==> config.mk <==
export PLATFORM = sky130hd
export DESIGN_NAME = dispatch
export DESIGN_NICKNAME = d
export VERILOG_FILES = /design/src/rtl/dispatch.sv
export SDC_FILE = /design/constraint.sdc
export NUM_CORES = 1
export LEC_CHECK = 0
export CORE_MARGIN = 2
export CORE_UTILIZATION = 30
export DETAILED_ROUTE_END_ITERATION = 7
export PLACE_DENSITY = 0.57
export RECOVER_POWER = 25
export SLEW_MARGIN = 40
export SYNTH_ARGS = -nofsm -noshare
export SYNTH_HDL_FRONTEND = slang
export SYNTH_SLANG_ARGS = --single-unit
==> constraint.sdc <==
create_clock -name clk -period 5.4 [get_ports clk]
set_input_delay 1.08 -clock clk [delete_from_list [all_inputs] [get_ports clk]]
set_output_delay 1.08 -clock clk [all_outputs]
set_load 0.005 [all_outputs]
==> src/rtl/dispatch.sv <==
// dispatch: single-entry holding stage between regfile and RS/LSB; allocates ROB tag, renames rd, resolves operands.
// Optional DP_CDB_BYPASS_EN: wake held/captured operands straight off the CDB instead of waiting for the ROB lookup.
module dispatch (
  input  logic        clk,
  input  logic        rst,
  input  logic        rdy,
  input  logic        clr,
  input  logic        iREG_en,
  input  logic [4:0]  iREG_rs1_regnm,
  input  logic [4:0]  iREG_rs2_regnm,
  input  logic [3:0]  iREG_rs1_nick,
  input  logic [3:0]  iREG_rs2_nick,
  input  logic [31:0] iREG_rs1_dt,
  input  logic [31:0] iREG_rs2_dt,
  input  logic [5:0]  iREG_op,
  input  logic [31:0] iREG_pc,
  input  logic [31:0] iREG_imm,
  input  logic        iREG_pd,
  input  logic [4:0]  iREG_rd_regnm,
  output logic        oIND_stall,
  input  logic        iROB_full,
  input  logic [3:0]  iROB_free_nick,
  output logic        oROB_en,
  output logic        oREG_nick_en,
  output logic [3:0]  oROB_q1_nick,
  output logic [3:0]  oROB_q2_nick,
  input  logic        iROB_q1_rdy,
  input  logic [31:0] iROB_q1_dt,
  input  logic        iROB_q2_rdy,
  input  logic [31:0] iROB_q2_dt,
  input  logic        iCDB_en,
  input  logic [3:0]  iCDB_nick,
  input  logic [31:0] iCDB_dt,
  input  logic        iRS_full,
  input  logic        iLSB_full,
  output logic        oRS_en,
  output logic        oLSB_en,
  output logic [5:0]  oIS_op,
  output logic [31:0] oIS_pc,
  output logic [31:0] oIS_imm,
  output logic        oIS_pd,
  output logic [4:0]  oIS_rd_regnm,
  output logic [3:0]  oIS_nick,
  output logic [3:0]  oIS_q1,
  output logic [3:0]  oIS_q2,
  output logic [31:0] oIS_v1,
  output logic [31:0] oIS_v2
);
  localparam logic [5:0] OP_BEQ = 6'd5, OP_BGEU = 6'd10, OP_LB = 6'd11, OP_SB = 6'd16, OP_SW = 6'd18;
`ifdef DP_CDB_BYPASS_EN
  localparam logic BYP = 1'b1;
`else
  localparam logic BYP = 1'b0;
`endif
  typedef enum logic {IDLE, HOLD} state_t;
  state_t state, state_n;
  logic [5:0] h_op;
  logic [31:0] h_pc, h_imm;
  logic h_pd;
  logic [4:0] h_rd;
  logic [1:0][3:0] h_q, u_q, c_q, r_nick;
  logic [1:0][31:0] h_v, u_v, c_v, r_dt, l_dt;
  logic [1:0][4:0] r_nm;
  logic [1:0] l_rdy, wake, cbh, cbc, haz;
  logic hold, h_ls, h_ren, blocked, issue, capture;

  assign r_nm = {iREG_rs2_regnm, iREG_rs1_regnm};
  assign r_nick = {iREG_rs2_nick, iREG_rs1_nick};
  assign r_dt = {iREG_rs2_dt, iREG_rs1_dt};
  assign l_rdy = {iROB_q2_rdy, iROB_q1_rdy};
  assign l_dt = {iROB_q2_dt, iROB_q1_dt};
  assign hold = state == HOLD;
  assign h_ls = h_op >= OP_LB && h_op <= OP_SW;
  assign h_ren = |h_rd && !(h_op >= OP_SB && h_op <= OP_SW) && !(h_op >= OP_BEQ && h_op <= OP_BGEU);
  assign blocked = hold && (iROB_full || (h_ls ? iLSB_full : iRS_full));
  assign issue = rdy && !clr && hold && !blocked;
  assign capture = rdy && !clr && iREG_en && !blocked;
  assign oIND_stall = blocked;
  assign oROB_q1_nick = hold ? h_q[0] : '0;
  assign oROB_q2_nick = hold ? h_q[1] : '0;

  // u_*: held operands after this cycle's wakeup; c_*: operands of the packet being captured
  always_comb begin
    for (int i = 0; i < 2; i++) begin
      cbh[i] = BYP && iCDB_en && |h_q[i] && iCDB_nick == h_q[i];
      wake[i] = |h_q[i] && (l_rdy[i] || cbh[i]);
      u_q[i] = wake[i] ? '0 : h_q[i];
      u_v[i] = !wake[i] ? h_v[i] : l_rdy[i] ? l_dt[i] : iCDB_dt;
      haz[i] = issue && h_ren && r_nm[i] == h_rd;
      cbc[i] = BYP && iCDB_en && |r_nick[i] && iCDB_nick == r_nick[i];
      c_q[i] = haz[i] ? iROB_free_nick : (~|r_nm[i] || cbc[i]) ? '0 : r_nick[i];
      c_v[i] = (~|r_nm[i] || haz[i]) ? '0 : cbc[i] ? iCDB_dt : r_dt[i];
    end
  end

  always_comb state_n = (rdy && clr) ? IDLE : capture ? HOLD : issue ? IDLE : state;

  always_ff @(posedge clk) state <= rst ? IDLE : state_n;

  always_ff @(posedge clk) begin
    if (rst) begin
      h_op <= '0;
      h_pc <= '0;
      h_imm <= '0;
      h_pd <= 1'b0;
      h_rd <= '0;
      h_q <= '0;
      h_v <= '0;
      oROB_en <= 1'b0;
      oREG_nick_en <= 1'b0;
      oRS_en <= 1'b0;
      oLSB_en <= 1'b0;
      oIS_op <= '0;
      oIS_pc <= '0;
      oIS_imm <= '0;
      oIS_pd <= 1'b0;
      oIS_rd_regnm <= '0;
      oIS_nick <= '0;
      oIS_q1 <= '0;
      oIS_q2 <= '0;
      oIS_v1 <= '0;
      oIS_v2 <= '0;
    end else begin
      oROB_en <= issue;
      oRS_en <= issue && !h_ls;
      oLSB_en <= issue && h_ls;
      oREG_nick_en <= issue && h_ren;
      if (rdy && clr) begin
        oIS_op <= '0;
        oIS_pc <= '0;
        oIS_imm <= '0;
        oIS_pd <= 1'b0;
        oIS_rd_regnm <= '0;
        oIS_nick <= '0;
        oIS_q1 <= '0;
        oIS_q2 <= '0;
        oIS_v1 <= '0;
        oIS_v2 <= '0;
      end else if (issue) begin
        oIS_op <= h_op;
        oIS_pc <= h_pc;
        oIS_imm <= h_imm;
        oIS_pd <= h_pd;
        oIS_rd_regnm <= h_rd;
        oIS_nick <= iROB_free_nick;
        oIS_q1 <= u_q[0];
        oIS_q2 <= u_q[1];
        oIS_v1 <= u_v[0];
        oIS_v2 <= u_v[1];
      end
      if (capture) begin
        h_op <= iREG_op;
        h_pc <= iREG_pc;
        h_imm <= iREG_imm;
        h_pd <= iREG_pd;
        h_rd <= iREG_rd_regnm;
        h_q <= c_q;
        h_v <= c_v;
      end else if (rdy && hold) begin
        h_q <= u_q;
        h_v <= u_v;
      end
    end
  end
endmodule

==> impl_table.tex, run 1 <==
\begin{tabular}{lr}
\hline
Metric & Value \\
\hline
\multicolumn{2}{l}{\textbf{Synthesis}} \\
\quad Fraction of registers with async set or reset after synthesis & 0\% \\
\quad Count leader, synth & nand2\_1 \\
\quad Cells after Synth & 1471 \\
\quad Simple logic cell fraction of the synthesized area & 19.43\% \\
\quad Adder and majority gate portion of the synthesized area & 0\% \\
\quad Most frequent cells after synthesis & nand2\_1, dfxtp\_1, a21oi\_1 \\
\quad Number of warnings reported in the yosys synthesis log & 0 \\
\quad Cell area after technology mapping & 12700 um\^{}2 \\
\quad Syn nets & 1744 \\
\quad Count of unique library cells instantiated by Yosys & 55 \\
\quad Xor/xnor cell area share of the yosys netlist & 0.6895\% \\
\quad Average size of a mapped cell & 8.635 um\^{}2 \\
\quad Cell types occupying the most area after synthesis & dfxtp\_1, nand2\_1, a21oi\_1, mux2i\_1, a211oi\_1 \\
\quad Compound-cell area share of the yosys netlist & 16.05\% \\
\quad Post-synthesis cell type with the largest combined area & dfxtp\_1 \\
\quad Top FF cell, synth & dfxtp\_1 \\
\quad Number of enable-type register cells in the synthesized netlist & 0 \\
\quad Area share of the leading cell type in the synthesized netlist & 48.07\% \\
\quad Sequential fraction of the synthesis area & 48.07\% \\
\quad Fraction of synthesized area in multiplexers & 10.44\% \\
\quad Seq cells post-synth & 305 \\
\quad Dominant combinational cell family by area after synthesis & simple AND/OR/NAND/NOR gates \\
\multicolumn{2}{l}{\textbf{Timing}} \\
\quad RSZ-0062 raised after global routing & no \\
\quad Slew at the pin with the worst max-slew slack & 0.8704 ns \\
\quad Minimum period implied by the final worst setup slack & 3.917 ns \\
\quad Slew Viols, Final & 0 \\
\quad Final setup skew & 0.01828 ns \\
\quad Final hold slack & 0.4469 ns \\
\quad Endpoints failing setup & 0 \\
\quad Tightest slew margin relative to the limit & 41.98\% \\
\quad Share of the clock period used by the worst path & 72.55\% \\
\quad Achievable clock frequency & 0.2553 GHz \\
\quad Setup tns final & 0 ns \\
\quad Hold violation count in the final report & 0 \\
\multicolumn{2}{l}{\textbf{Detailed routing}} \\
\quad Wire length per cell & 18.80 um \\
\quad Antenna Violating Nets Remaining & 0 \\
\quad Detailed-route wire length & 44720 um \\
\quad Post-route DRC violation count & 0 \\
\quad First-pass DRT Iterations & 6 \\
\quad Violation count after the first detailed-routing iteration & 525 \\
\quad Vias after detailed routing & 11746 \\
\quad Via count normalized by instance count & 4.937 \\
\multicolumn{2}{l}{\textbf{Power}} \\
\quad Max rail drop VDD & 0.2043 mV \\
\quad Power density normalized to cell area & 292.2 nW/um\^{}2 \\
\quad Overall Power & 5.379 mW \\
\quad Leakage power & 6.777 nW \\
\multicolumn{2}{l}{\textbf{Critical path}} \\
\quad Slowest cell delay on critical path & 0.52 ns \\
\quad Largest fanout of any net on the critical path & 4 \\
\quad Critical Path End Type & output pin \\
\quad Critical-path cell list & clkdlybuf4s50\_1 -> and4bb\_1 -> mux2\_2 -> o31a\_1 -> clkdlybuf4s50\_1 \\
\quad Dominant delay contributor by cell family on the critical path & buffers and inverters \\
\quad Cell repeated most along the worst path & clkdlybuf4s50\_1 \\
\quad Crit path buf inv count & 2 \\
\quad Worst EP arrival & 2.84 ns \\
\quad Worst setup path category & primary input to output pin \\
\quad CP startpoint kind & primary input \\
\quad Worst EP required & 4.32 ns \\
\quad Slowest cell on crit path & clkdlybuf4s50\_1 \\
\multicolumn{2}{l}{\textbf{Cells and area}} \\
\quad Total of fill cells in the finished design & 4148 \\
\quad Final instance area & 18410 um\^{}2 \\
\quad Fraction of layout cells with a size suffix above 1 & 6.983\% \\
\quad Layout-stage area growth over the synthesis result & 44.91\% \\
\quad Total number of nets in the final design & 2080 \\
\multicolumn{2}{l}{\textbf{Global route}} \\
\quad Global-route wire length before repair & 67210 um \\
\quad Vias in the first global route & 11226 \\
\quad Maximum number of pins on one net before global-route repair & 115 \\
\quad Remaining global-route overflow & 0 \\
\quad Initial antenna violation count & 8 \\
\quad Total routing usage reported by global routing & 19.56\% \\
\multicolumn{2}{l}{\textbf{Clock tree}} \\
\quad CTS H-tree depth & 2 \\
\quad Quantity of hold-fixing buffers added after cts & 0 \\
\quad Setup bufs post-CTS & 0 \\
\quad Clock-pin slew of the registers on the worst-case setup and hold paths & 0.06 ns \\
\quad Root Buffer Master & clkbuf\_16 \\
\quad TritonCTS clock tree & built \\
\quad Clock insertion delay at the later pin of the skew report & 0.54 ns \\
\quad Resize count post-CTS & 0 \\
\quad Number of CTS-inserted buffers & 37 \\
\quad CTS max path bufs & 3 \\
\quad CTS Sinks & 305 \\
\multicolumn{2}{l}{\textbf{Die}} \\
\quad Total number of placement rows & 75 \\
\quad Starting utilization of the core area & 30.35\% \\
\quad Core ar. & 41850 um\^{}2 \\
\quad IO Pins & 438 \\
\quad Die height & 209.8 um \\
\quad Die W & 209.8 um \\
\quad Die outline area & 44000 um\^{}2 \\
\multicolumn{2}{l}{\textbf{Run}} \\
\quad Max-cap viol count & 0 \\
\multicolumn{2}{l}{\textbf{Status}} \\
\quad Status & complete, no violations \\
\multicolumn{2}{l}{\textbf{Placement}} \\
\quad Gpl congestion & 0.7490 \\
\quad Placement-stage cell area & 17110 um\^{}2 \\
\quad Placed wire-length estimate & 29320 um \\
\quad Number of buffers inserted by port buffering & 406 \\
\multicolumn{2}{l}{\textbf{Min path}} \\
\quad Class of the most critical hold timing path & register to register \\
\hline
\end{tabular}
report_power, final:
part	total, mW	switching, mW	internal, mW
Combinational	0.463	0.212	0.251
Clock	2.60	0.982	1.62
Sequential	2.32	0.0254	2.29
Total	5.38	1.22	4.16
per-stage QoR:
stage / std cells / util, % / setup WS, ns
5_1_grt: 2377 / 43.97 / 1.439
4_1_cts: 2372 / 43.94 / 1.466
3_5_place_dp: 2307 / 40.89 / 1.213
6_report: 2379 / 43.98 / 1.483
2_1_floorplan: 1471 / - / 2.494
3_3_place_gp: 2302 / 40.64 / 1.256
flip-flops by register name (all words and copies together) (netlist names), 8 cells and up:
name,count
oIS_v1,32
oIS_v2,32
h_pc,32
oIS_pc,32
oIS_imm,32
h_imm,32
h_v,64
h_q,8
tightest hold or removal path, delay by kind of cell, from the launching register on:
| kind | cells | cell delay, ns |
|---|---|---|
| compound gates | 1 | 0.05 |
| simple gates | 1 | 0.05 |
| flops | 1 | 0.30 |
metal layers:
layer  up-vias  global-route usage, %  routed length (um)
met5         -                      0                  24
met4         4                  8.095                1407
li1       5779                      -                   -
met2       326                  31.45               21140
met3        80                  5.746                3058
met1      5557                  24.49               19090
cell families (layout without fill, tap and decap cells):
family	after synthesis	after routing
flip-flops	305	305
buffers and inverters	131	493
other	0	7
multiplexers	128	128
XOR/XNOR	10	10
AND/OR/NAND/NOR	565	565
AO/OA/AOI/OAI	332	332
final cells by class:
type | count | area, um^2 | share of cell area, %
inverter | 3 | 11.26 | 0.06118
multi-input combinational | 1035 | 5996 | 32.57
timing repair buffer | 425 | 4325 | 23.50
clock buffer | 53 | 1109 | 6.023
tap | 539 | 674.4 | 3.664
sequential | 305 | 6106 | 33.17
clock inverter | 12 | 167.7 | 0.9109
antenna | 7 | 17.52 | 0.09517
cell usage in the layout (no fill, tap or decap), drive strengths merged, types with 9 or more instances in the layout:
cell / n
a211oi: 60
a21oi: 209
mux2: 33
nor3: 11
o32ai: 29
buf: 20
mux2i: 95
clkbuf: 53
nand2: 379
nand3b: 38
clkdlybuf4s50: 288
dfxtp: 305
nand3: 39
dlygate4sd3: 117
nor2: 66
and2: 9
o21ai: 9
worst paths after layout:
check	from	to	slack [ns]	cells past startpoint
worst max-delay path	iLSB_full	oIND_stall	1.48	5
worst min-delay path	h_pc[21]$_SDFFE_PP0N_	oIS_pc[21]$_SDFFE_PP0P_	0.45	2
worst max register to register	hold$_SDFFE_PP0P_	h_q[3]$_SDFFE_PP0P_	2.18	7
worst min register to register	h_pc[21]$_SDFFE_PP0N_	oIS_pc[21]$_SDFFE_PP0P_	0.45	2
Power figures use the tool's default switching activity.
==> inputs of run 2 (changes only) <==
Clock period 5.4 ns to 3.8 ns, I/O delays scaled along.
==> impl_table.tex, run 2 (synthesis gave the netlist of run 1 again) <==
\begin{tabular}{lr}
\hline
Metric & Value \\
\hline
\multicolumn{2}{l}{\textbf{Die}} \\
\quad Die W & 209.8 um \\
\quad Starting utilization of the core area & 30.35\% \\
\quad Total number of placement rows & 75 \\
\quad Core ar. & 41850 um\^{}2 \\
\quad Die height & 209.8 um \\
\quad Die outline area & 44000 um\^{}2 \\
\quad IO Pins & 438 \\
\multicolumn{2}{l}{\textbf{Clock tree}} \\
\quad TritonCTS clock tree & built \\
\quad Number of CTS-inserted buffers & 38 \\
\quad CTS max path bufs & 3 \\
\quad CTS H-tree depth & 2 \\
\quad Clock insertion delay at the later pin of the skew report & 0.55 ns \\
\quad Resize count post-CTS & 0 \\
\quad Setup bufs post-CTS & 0 \\
\quad Quantity of hold-fixing buffers added after cts & 0 \\
\quad CTS Sinks & 305 \\
\quad Clock-pin slew of the registers on the worst-case setup and hold paths & 0.05 ns \\
\quad Root Buffer Master & clkbuf\_16 \\
\multicolumn{2}{l}{\textbf{Timing}} \\
\quad Endpoints failing setup & 0 \\
\quad Share of the clock period used by the worst path & 85.98\% \\
\quad Setup tns final & 0 ns \\
\quad Slew at the pin with the worst max-slew slack & 0.7149 ns \\
\quad Hold violation count in the final report & 0 \\
\quad RSZ-0062 raised after global routing & no \\
\quad Slew Viols, Final & 0 \\
\quad Tightest slew margin relative to the limit & 52.34\% \\
\quad Minimum period implied by the final worst setup slack & 3.267 ns \\
\quad Final setup skew & 0.01593 ns \\
\quad Fin worst setup slack & 0.5327 ns \\
\quad Final hold slack & 0.4436 ns \\
\quad Achievable clock frequency & 0.3061 GHz \\
\multicolumn{2}{l}{\textbf{Placement}} \\
\quad Gpl congestion & 0.7693 \\
\quad Number of buffers inserted by port buffering & 406 \\
\quad Placed wire-length estimate & 29590 um \\
\quad Post-place setup slack & 0.4781 ns \\
\quad Dpl cells & 2313 \\
\multicolumn{2}{l}{\textbf{Cells and area}} \\
\quad Filler-free cell count of the finished design & 2384 \\
\quad Largest register FFs & 64 \\
\quad Register name with the most flops & h\_v \\
\quad Total of fill cells in the finished design & 4176 \\
\quad Layout-stage area growth over the synthesis result & 45.41\% \\
\quad Most frequent cells in the layout & nand2\_1, dfxtp\_1, clkdlybuf4s50\_1, a21oi\_1, dlygate4sd3\_1 \\
\quad Area taken by flip-flops and latches & 6106 um\^{}2 \\
\quad Total number of nets in the final design & 2088 \\
\quad Fraction of layout cells with a size suffix above 1 & 7.228\% \\
\quad Commonest non-fill, non-tap cell in the layout & nand2\_1 \\
\quad Total area of multi-input combinational cells & 5996 um\^{}2 \\
\multicolumn{2}{l}{\textbf{Critical path}} \\
\quad Worst setup path category & primary input to output pin \\
\quad CP startpoint kind & primary input \\
\quad Largest fanout of any net on the critical path & 4 \\
\quad Critical Path End Type & output pin \\
\quad Worst EP required & 3.04 ns \\
\quad Worst EP arrival & 2.51 ns \\
\quad Critical-path cell list & clkdlybuf4s50\_1 -> and4bb\_1 -> mux2\_2 -> o31a\_1 -> clkdlybuf4s50\_1 \\
\quad Slowest cell on crit path & clkdlybuf4s50\_1 \\
\quad Slowest cell delay on critical path & 0.53 ns \\
\quad Cell repeated most along the worst path & clkdlybuf4s50\_1 \\
\multicolumn{2}{l}{\textbf{Detailed routing}} \\
\quad Wire length per cell & 18.84 um \\
\quad Violation count after the first detailed-routing iteration & 590 \\
\quad Post-route DRC violation count & 0 \\
\quad First-pass DRT Iterations & 5 \\
\quad Detailed-route wire length & 44910 um \\
\quad Vias after detailed routing & 11733 \\
\quad Antenna Violating Nets Remaining & 0 \\
\quad Via count normalized by instance count & 4.922 \\
\multicolumn{2}{l}{\textbf{Global route}} \\
\quad Initial antenna violation count & 7 \\
\quad Maximum number of pins on one net before global-route repair & 103 \\
\quad Remaining global-route overflow & 0 \\
\quad Global-route wire length before repair & 67390 um \\
\quad Vias in the first global route & 11267 \\
\quad Total routing usage reported by global routing & 19.72\% \\
\multicolumn{2}{l}{\textbf{Power}} \\
\quad Share of power burned in the clock network & 48.7\% \\
\quad Internal power component & 5.963 mW \\
\quad Switching power as a share of total power & 22.57\% \\
\quad Max rail drop VDD & 0.3015 mV \\
\quad Leakage power & 6.813 nW \\
\quad Overall Power & 7.702 mW \\
\quad Power density normalized to cell area & 417.0 nW/um\^{}2 \\
\quad Logic gate share of total power & 8.6\% \\
\quad Proportion of power drawn by flip-flops and latches & 42.7\% \\
\quad Net Sw Power & 1.738 mW \\
\multicolumn{2}{l}{\textbf{Run}} \\
\quad Max-cap viol count & 0 \\
\multicolumn{2}{l}{\textbf{Min path}} \\
\quad Class of the most critical hold timing path & register to register \\
\multicolumn{2}{l}{\textbf{Status}} \\
\quad Status & complete, no violations \\
\hline
\end{tabular}
-- run 2: routing by layer --
layer  vias up  part of all wire, %  global-route usage [%]
met2       317                   49                   33.69
met3        62                  7.0                   6.060
met1      5556                   41                   23.68
met4         4                  2.4                   6.212
li1       5794                    -                       -
met5         -                0.071                       0
-- run 2: stage by stage --
stage,cell area [um^2],util (%)
2_1_floorplan,12700,-
4_1_cts,18430,44.04
6_report,18470,44.13
5_1_grt,18460,44.11
3_5_place_dp,17130,40.93
3_3_place_gp,17130,40.92
-- run 2: path summary, 6_finish.rpt --
check,slack [ns],startpoint,cells past startpoint,to
worst min-delay path,0.44,oIS_v2[27]$_SDFFE_PP0P_,2,oIS_v2[27]$_SDFFE_PP0P_
worst min register to register,0.44,oIS_v2[27]$_SDFFE_PP0P_,2,oIS_v2[27]$_SDFFE_PP0P_
worst max-delay path,0.53,iLSB_full,5,oIND_stall
worst max register to register,1.21,hold$_SDFFE_PP0P_,7,h_q[1]$_SDFFE_PP0P_
-- run 2: critical path: cells and delay by family --
kind | cells | cell delay, ns
compound gates | 1 | 0.31
buf+inv | 2 | 0.94
simple gates | 1 | 0.21
mux | 1 | 0.30
-- run 2: final cells by class --
type / count / share of cell area, %
Inverter: 3 / 0.06097
Clock buffer: 55 / 6.164
Multi-Input combinational cell: 1035 / 32.46
Tap cell: 539 / 3.651
Clock inverter: 10 / 0.8671
Sequential cell: 305 / 33.06
Timing Repair Buffer: 432 / 23.67
Antenna cell: 5 / 0.06774
-- run 2: power groups by stage --
stage          Sequential [mW]  Combinational (mW)  Clock (mW)
3_5_place_dp              3.36               0.660           0
3_3_place_gp              3.36               0.654           0
2_1_floorplan             3.35               0.298           0
6_report                  3.29               0.661        3.75
5_1_grt                   3.30               0.712        4.01
4_1_cts                   3.29               0.664        3.88
